<file path="config.mk">
export PLATFORM = sky130hd
export DESIGN_NAME = cdc_byte_deframer
export DESIGN_NICKNAME = d
export VERILOG_FILES = /design/src/rtl/cdc_deframer_pkg.sv /design/src/rtl/deframer_timeout.sv /design/src/rtl/cdc_byte_deframer.sv
export SDC_FILE = /design/constraint.sdc
export NUM_CORES = 1
export LEC_CHECK = 0
export CORE_UTILIZATION = 55
export CTS_BUF_LIST = sky130_fd_sc_hd__clkbuf_8
export CTS_CLUSTER_DIAMETER = 30
export DETAILED_ROUTE_END_ITERATION = 6
export PLACE_DENSITY = 0.8
export REMOVE_ABC_BUFFERS = 1
export SLEW_MARGIN = 0
export SYNTH_ARGS = -nofsm -noshare
export SYNTH_HDL_FRONTEND = slang
export SYNTH_HIERARCHICAL = 1
export SYNTH_SLANG_ARGS = --single-unit
</file>
<file path="constraint.sdc">
create_clock -name rd_clk -period 3.44 [get_ports rd_clk]
set_clock_uncertainty 0.15 [all_clocks]
set_input_delay 0.516 -clock rd_clk [delete_from_list [all_inputs] [get_ports rd_clk]]
set_output_delay 0.516 -clock rd_clk [all_outputs]
set_load 0.01 [all_outputs]
</file>
<file path="src/rtl/cdc_deframer_pkg.sv">
// Shared constants for the CDC byte deframer: parser state encoding, default sync word, widths.
package cdc_deframer_pkg;

  typedef enum logic [2:0] {
    ST_IDLE = 3'd0,
    ST_S1   = 3'd1,
    ST_LEN  = 3'd2,
    ST_PAY  = 3'd3,
    ST_CSUM = 3'd4
  } state_e;

  localparam logic [7:0]  SYNC0_DEF = 8'hA5;
  localparam logic [7:0]  SYNC1_DEF = 8'h5A;
  localparam int unsigned CSUM_W    = 8;
  localparam int unsigned ERR_CNT_W = 16;

endpackage

</file>
<file path="src/rtl/deframer_timeout.sv">
// Inactivity watchdog: counts idle cycles while a frame is open and flags the cycle the limit is hit.
module deframer_timeout #(
  parameter int unsigned TIMEOUT = 255
) (
  input  logic clk,
  input  logic rst,
  input  logic active_i,
  input  logic clr_i,
  output logic expire_c
);

  localparam int unsigned CW = $clog2(TIMEOUT + 1);

  logic [CW-1:0] cnt_q;
  logic [CW-1:0] cnt_d;

  // A byte arriving in the limit cycle clears the count instead of expiring.
  assign expire_c = active_i && !clr_i && (cnt_q == CW'(TIMEOUT - 1));

  always_comb begin
    cnt_d = cnt_q + CW'(1);
    if (!active_i || clr_i || expire_c) begin
      cnt_d = '0;
    end
  end

  always_ff @(posedge clk or posedge rst) begin
    if (rst) begin
      cnt_q <= '0;
    end else begin
      cnt_q <= cnt_d;
    end
  end

endmodule

</file>
<file path="src/rtl/cdc_byte_deframer.sv">
// Sync-word hunting deframer on the CDC FIFO read side: re-emits payload with SOF/EOF markers and
// a per-frame ok/err verdict (XOR checksum over length and payload).
module cdc_byte_deframer
  import cdc_deframer_pkg::*;
#(
  parameter logic [7:0]  SYNC0   = SYNC0_DEF,
  parameter logic [7:0]  SYNC1   = SYNC1_DEF,
  parameter int unsigned MAX_LEN = 64,
  parameter int unsigned TIMEOUT = 255
) (
  input  logic        rd_clk,
  input  logic        rst,
  input  logic [7:0]  in_dat,
  input  logic        in_vd,
  output logic [7:0]  out_dat,
  output logic        out_vd,
  output logic        out_sof,
  output logic        out_eof,
  output logic        frm_ok,
  output logic        frm_err,
  output logic [15:0] err_cnt,
  output logic        busy
);

  state_e               state_q;
  logic [7:0]           len_q;
  logic [7:0]           rem_q;
  logic [CSUM_W-1:0]    acc_q;
  logic [7:0]           out_dat_q;
  logic                 out_vd_q;
  logic                 out_sof_q;
  logic                 out_eof_q;
  logic                 frm_ok_q;
  logic                 frm_err_q;
  logic [ERR_CNT_W-1:0] err_cnt_q;
  logic                 busy_q;

  logic active_c;
  logic tmo_c;
  logic bad_len_c;
  logic ok_c;
  logic err_c;

  assign active_c  = (state_q != ST_IDLE);
  assign bad_len_c = (in_dat == 8'd0) || (in_dat > 8'(MAX_LEN));
  assign ok_c      = in_vd && (state_q == ST_CSUM) && (in_dat == acc_q);
  // A lost sync word (timeout in S1) is not a frame, so it never counts as an error.
  assign err_c     = (tmo_c && (state_q != ST_S1))
                  || (in_vd && (state_q == ST_LEN)  && bad_len_c)
                  || (in_vd && (state_q == ST_CSUM) && (in_dat != acc_q));

  deframer_timeout #(
    .TIMEOUT (TIMEOUT)
  ) u_tmo (
    .clk      (rd_clk),
    .rst      (rst),
    .active_i (active_c),
    .clr_i    (in_vd),
    .expire_c (tmo_c)
  );

  always_ff @(posedge rd_clk or posedge rst) begin
    if (rst) begin
      state_q   <= ST_IDLE;
      len_q     <= '0;
      rem_q     <= '0;
      acc_q     <= '0;
      out_dat_q <= '0;
      out_vd_q  <= 1'b0;
      out_sof_q <= 1'b0;
      out_eof_q <= 1'b0;
      frm_ok_q  <= 1'b0;
      frm_err_q <= 1'b0;
      err_cnt_q <= '0;
      busy_q    <= 1'b0;
    end else begin
      out_vd_q  <= 1'b0;
      out_sof_q <= 1'b0;
      out_eof_q <= 1'b0;
      frm_ok_q  <= ok_c;
      frm_err_q <= err_c;
      if (err_c && (err_cnt_q != '1)) begin
        err_cnt_q <= err_cnt_q + ERR_CNT_W'(1);
      end
      if (tmo_c) begin
        state_q <= ST_IDLE;
        busy_q  <= 1'b0;
      end else if (in_vd) begin
        unique case (state_q)
          ST_IDLE: begin
            if (in_dat == SYNC0) begin
              state_q <= ST_S1;
              busy_q  <= 1'b1;
            end
          end
          ST_S1: begin
            if (in_dat == SYNC1) begin
              state_q <= ST_LEN;
            end else if (in_dat != SYNC0) begin
              state_q <= ST_IDLE;
              busy_q  <= 1'b0;
            end
          end
          ST_LEN: begin
            len_q <= in_dat;
            rem_q <= in_dat;
            acc_q <= in_dat;
            if (bad_len_c) begin
              state_q <= ST_IDLE;
              busy_q  <= 1'b0;
            end else begin
              state_q <= ST_PAY;
            end
          end
          ST_PAY: begin
            out_dat_q <= in_dat;
            out_vd_q  <= 1'b1;
            out_sof_q <= (rem_q == len_q);
            out_eof_q <= (rem_q == 8'd1);
            acc_q     <= acc_q ^ in_dat;
            rem_q     <= rem_q - 8'd1;
            if (rem_q == 8'd1) begin
              state_q <= ST_CSUM;
            end
          end
          ST_CSUM: begin
            state_q <= ST_IDLE;
            busy_q  <= 1'b0;
          end
          default: begin
            state_q <= ST_IDLE;
            busy_q  <= 1'b0;
          end
        endcase
      end
    end
  end

  assign out_dat = out_dat_q;
  assign out_vd  = out_vd_q;
  assign out_sof = out_sof_q;
  assign out_eof = out_eof_q;
  assign frm_ok  = frm_ok_q;
  assign frm_err = frm_err_q;
  assign err_cnt = err_cnt_q;
  assign busy    = busy_q;

endmodule
</file>
# --- Word-level counts from Yosys, hierarchy flattened ---
# Index checks and enable logic that the tools add are counted.
classes:
  addsub: 3
  magnitude_cmp: 1
  eq_ne: 21
  muxes: 27
  bitwise_logic: 2
  n_reduce_logical: 26
ops:
  columns: ["op", "n"]
  rows:
  - ["$pmux 8 s2", 2]
  - ["$mux 3", 6]
  - ["$add 16x1->16 const B", 1]
  - ["$eq 8x8->1", 2]
  - ["$eq 8x8->1 const B", 2]
  - ["$ne 16x16->1 const B", 1]
  - ["$mux 1", 15]
  - ["$ne 3x3->1 const B", 5]
  - ["$pmux 3 s4", 1]
  - ["$logic_and 1x1->1", 9]
  - ["$reduce_and 3->1", 3]
  - ["$add 8x1->8 const B", 1]
  - ["$eq 8x1->1 const B", 1]
  - ["$eq 8x7->1 const B", 1]
  - ["$gt 8x7->1 const B", 1]
  - ["$logic_not 8->1", 1]
  - ["$mux 8", 1]
  - ["$ne 8x8->1", 1]
  - ["$ne 8x8->1 const B", 1]
  - ["$sub 8x1->8 const B", 1]
  - ["$xor 8x8->8", 1]
  - ["$eq 3x2->1 const B", 2]
  - ["$reduce_and 6->1", 1]
  - ["$logic_or 1x1->1", 5]
  - ["13 further kinds", 15]
totals:
  reg_bits: 65
  inputBits: 11
  out_inout_bits: 30
  word_cells: 93

# --- Logic depth before layout (Yosys ltp) ---
logic_depth:
  word_depth: 7
  ltp_mapped: 12
  mapped_depth_nobuf: 9

# --- Modules after synthesis ---
# The synthesis kept the hierarchy.
by_module_without_submodules:
  columns: ["module", "instances", "cells_each", "area_each_um2", "seq_area_each_um2"]
  rows:
  - ["cdc_byte_deframer", 1, 285, 3004.1, 1426.4]
  - ["deframer_timeout", 1, 41, 411.6, 200.2]

# --- Worst setup path after synthesis ---
# OpenSTA, ideal clock, no wires.
synth_timing:
  path_type: "register to register"
  start: "reg state_q[0]"
  end: "reg out_dat_q[0], in the netlist out_dat[0]"
  arrival_ps: 2361
  slack_ps: 804
  stages_incl_launch_ff: 12
  synth_period_minus_slack_ps: 2636
  path_cell_list: "dfrtp_1 -> clkbuf_8 -> inv_1 -> buf_2 -> nand2_1 -> nand2b_1 -> nor3_1 -> nand2b_1 -> nor3_1 -> nand2_1 -> clkbuf_1 -> mux2_2"
synth_between:
  elab_chain_cells: 5
synth_rtl:
  columns: ["item", "line", "text"]
  rows:
  - ["from (decl)", "cdc_byte_deframer.sv:25", "state_e state_q;"]
  - ["from (signal assigned)", "cdc_byte_deframer.sv:64", "state_q <= ST_IDLE;"]
  - ["from (signal assigned)", "cdc_byte_deframer.sv:86", "state_q <= ST_IDLE;"]
  - ["from (signal assigned)", "cdc_byte_deframer.sv:92", "state_q <= ST_S1;"]
  - ["$reduce_bool 3->1", "cdc_byte_deframer.sv:44", "assign active_c = (state_q != ST_IDLE);"]
  - ["via active_c", "cdc_byte_deframer.sv:38", "logic active_c;"]
  - ["$logic_and 1x1->1 (2 in a row)", "deframer_timeout.sv:18", "assign expire_c = active_i && !clr_i && (cnt_q == CW'(TIMEOUT - 1));"]
  - ["via tmo_c", "cdc_byte_deframer.sv:39", "logic tmo_c;"]
  - ["$not 1->1 (no source line)", null, null]
  - ["$reduce_and 3->1 (no source line)", null, null]
  - ["to (signal assigned)", "cdc_byte_deframer.sv:116", "out_dat_q <= in_dat;"]
  - ["to (decl)", "cdc_byte_deframer.sv:29", "logic [7:0] out_dat_q;"]
# The timed path passes the listed nets, and every way through them passes these cells.
# A chain may end at the register's enable or synchronous reset.

# --- Worst setup path in the final report ---
layout_timing:
  start: "in in_vd"
  end: "reg out_dat_q[3], in the netlist out_dat[3]"
layout_between:
  elab_chain_cells: 5
layout_rtl:
  columns: ["item", "line", "text"]
  rows:
  - ["from (decl)", "cdc_byte_deframer.sv:14", "input logic in_vd,"]
  - ["$logic_not 1->1", "deframer_timeout.sv:18", null]
  - ["$logic_and 1x1->1 (2 in a row)", "deframer_timeout.sv:18", null]
  - ["via tmo_c", "cdc_byte_deframer.sv:39", null]
  - ["$not 1->1 (no source line)", null, null]
  - ["$reduce_and 3->1 (no source line)", null, null]
# The timed path passes the listed nets, and every way through them passes these cells.

==> run summary <==
Post-synthesis xor/xnor area fraction: 7.95%
Ys flop type: dfrtp_1
Crit path launch type: primary input
Status: completed
Die X: 80.8 um
CTS tree: done
# setup viols final: 0
Largest net degree at the start of global routing: 33
CP max stage cell: clkdlybuf4s50_1
CTS HTree Levels: 3
Core Region: 5960 um^2
Placement Rows: 28
CTS clk-pin slew, worst paths: 0.07 ns
Final worst slack: 0.787 ns
Mux cell area share after synthesis: 6.26%
Register bit count reported by yosys: 65
Synth area leader: dfrtp_1
Non-Filler Instances: 444
Placed Area: 3840 um^2
Fin util: 68.0%
Worst slew margin: 38.7%
Ant. Diodes: 0
Cell with the most instances after synthesis: dfrtp_1
Num CTS Buffers: 9
Synthesized cell area: 3420 um^2
Root buffer cell: clkbuf_8
Met1 Use GR: 32.1%
Layout cells sized above 1: 14.4%
R2R cell count: 9
CP Capture Type: flip-flop
Area delta synth->final: 18.6%
Met3 usage: 6.18%
GRT overflow: 0
Cell family with most CP delay: simple AND/OR/NAND/NOR gates
Setup TNS: 0 ns
Minimum clock period: 2.65 ns
Via density: 6.05
Antenna Nets Post-Route: 0
Worst skew pair latency: 0.35 ns
Setup Crit Path Kind: in2reg
Pre-CTS WS: 0.467 ns
DP Wirelength: 5050 um
Levels on crit path: 8
Critical Path Max Stage Delay: 0.53 ns
CP arrival: 2.73 ns
Max frequency: 377 MHz
# fillers: 465
First-pass DRT Iterations: 5
Synth area leaders: dfrtp_1, xnor2_1, mux2_2
WP buf/inv: 2
RSZ-0062 raised after global routing: false
Post-synth EDFFs: 0
Detailed Route Iter0 Violations: 241
First-pass GRT wire length: 12400 um
I/O pin count: 41
Final hold vios: 0
Sequential area share after synthesis: 47.6%
Slew Limit Fails: 0
Min Hold Slack: 0.311 ns
Die ar.: 6530 um^2
Overall Power: 2.91 mW
Most crowded layer after global routing: met2
Synth Area in Adders: 1.83%
Largest family of logic cells by synthesized area: simple AND/OR/NAND/NOR gates
Fin area: 4050 um^2
Post-CTS Setup Repair Bufs: 0
Vias in the first global route: 2654
Synth cell count leaders: dfrtp_1, o21ai_0, xnor2_1
Met2 Use GR: 41.8%
Total Wirelength: 7320 um
Hold Crit Class: in2async
Maximum clock path buffer count: 2
Max-cap violations: 0
Initial Util: 57.4%
Simple-Gate Fraction of Synth Area: 17.0%
Worst Max-Slew Pin Slew: 0.918 ns
Worst path cell trace: clkdlybuf4s50_1 > nand2b_1 > nor3_1 > buf_4 > nand2b_1 > nor3_1 > nand2_1 > mux2_2
Placer congestion estimate: 0.871
Clock Sinks: 65
Port Buf Inserts: 40
Compound-Gate Fraction of Synth Area: 14.0%
Placed cell count: 428
Peak supply drop: 436 uV
Post-CTS sizing: 0
Async SR Flop Fraction: 100%
Pwr/cell area: 719 nW/um^2
Vias: 2684
Synth unique cells: 51
Initial antenna violation count: 0
Cells after Synth: 326
Critical Path RT: 3.52 ns
Leakage Power: 1.66 nW
YS warnings: 6
Cts hold-fix bufs: 0
Tcrit/Tclk final: 77.1%
Critical path fanouts, max: 11
Total GRT Usage: 25.0%
Synth top area share: 47.6%
DR DRC count: 0
Drt wl/cell: 16.5 um
Synthesized area per cell: 10.5 um^2
Final nets: 380
Die height: 80.8 um
cell usage in the layout (no fill, tap or decap), types with 4 or more instances in the layout:
| cell type | instances |
|---|---|
| nand2_1 | 20 |
| nor2_1 | 16 |
| a32o_1 | 8 |
| xnor2_1 | 28 |
| a31oi_1 | 5 |
| inv_1 | 9 |
| clkbuf_8 | 9 |
| nand2b_1 | 4 |
| nand4_1 | 16 |
| buf_4 | 8 |
| o21ai_0 | 32 |
| clkdlybuf4s50_1 | 40 |
| and3_1 | 4 |
| a21oi_1 | 12 |
| dfrtp_1 | 65 |
| nor3_1 | 9 |
| ha_1 | 5 |
| mux2_2 | 16 |
| nand3_1 | 10 |
per-layer routing:
layer	vias up	part of all wire, %
li1	1255	-
met5	-	0
met1	1351	44
met2	69	50
met3	9	4.6
met4	0	0.83
worst paths after layout:
path,slack [ns],startpoint,end
min in group rd_clk,0.34,err_cnt[6]$_DFFE_PP0P_,err_cnt[6]$_DFFE_PP0P_
min reg2reg,0.34,err_cnt[6]$_DFFE_PP0P_,err_cnt[6]$_DFFE_PP0P_
max in group asynchronous,2.13,rst,len_q[4]$_DFFE_PP0P_
min,0.31,rst,u_tmo/cnt_q[1]$_DFF_PP0_
max,0.79,in_vd,out_dat[3]$_DFFE_PP0P_
max reg2reg,0.85,state_q[2]$_DFFE_PP0P_,out_dat[3]$_DFFE_PP0P_
cell families after synthesis:
logic type	count (synthesis)
AND/OR/NAND/NOR	101
AO/OA/AOI/OAI	74
buffers and inverters	31
flip-flops	65
XOR/XNOR	31
adder cells (fa/ha/maj)	5
multiplexers	19
power breakdown:
group,switching (mW),internal [mW],leakage [nW]
Clock,0.307,0.402,0.110
Combinational,0.502,0.512,0.700
Sequential,0.202,0.986,0.848
Total,1.01,1.90,1.66
state kept, by name, indices dropped and copies added, names as in the netlist:
name / cells
rem_q: 8
state_q: 3
err_cnt: 16
u_tmo/cnt_q: 8
out_vd: 1
out_dat: 8
frm_ok: 1
len_q: 8
acc_q: 8
out_eof: 1
frm_err: 1
out_sof: 1
busy: 1
final cells by class:
cell class	instances	area, um^2	area share, %
clock buffer	9	124	3.06
multi-input combinational	230	1610	39.7
sequential	65	1630	40.1
tap	75	93.8	2.32
timing repair buffer	49	480	11.9
clock inverter	7	86.3	2.13
inverter	9	33.8	0.834
worst reg2reg max path, stage by stage (launching register included):
cell and delay (ns):
dfrtp_1 0.48, nor2_1 0.19, nand2_1 0.12, nand2b_1 0.15, nor3_1 0.07, buf_4 0.16, nand2b_1 0.18, nor3_1 0.21
nand2_1 0.37, mux2_2 0.40
No activity file was read; power rests on OpenSTA's default activity.
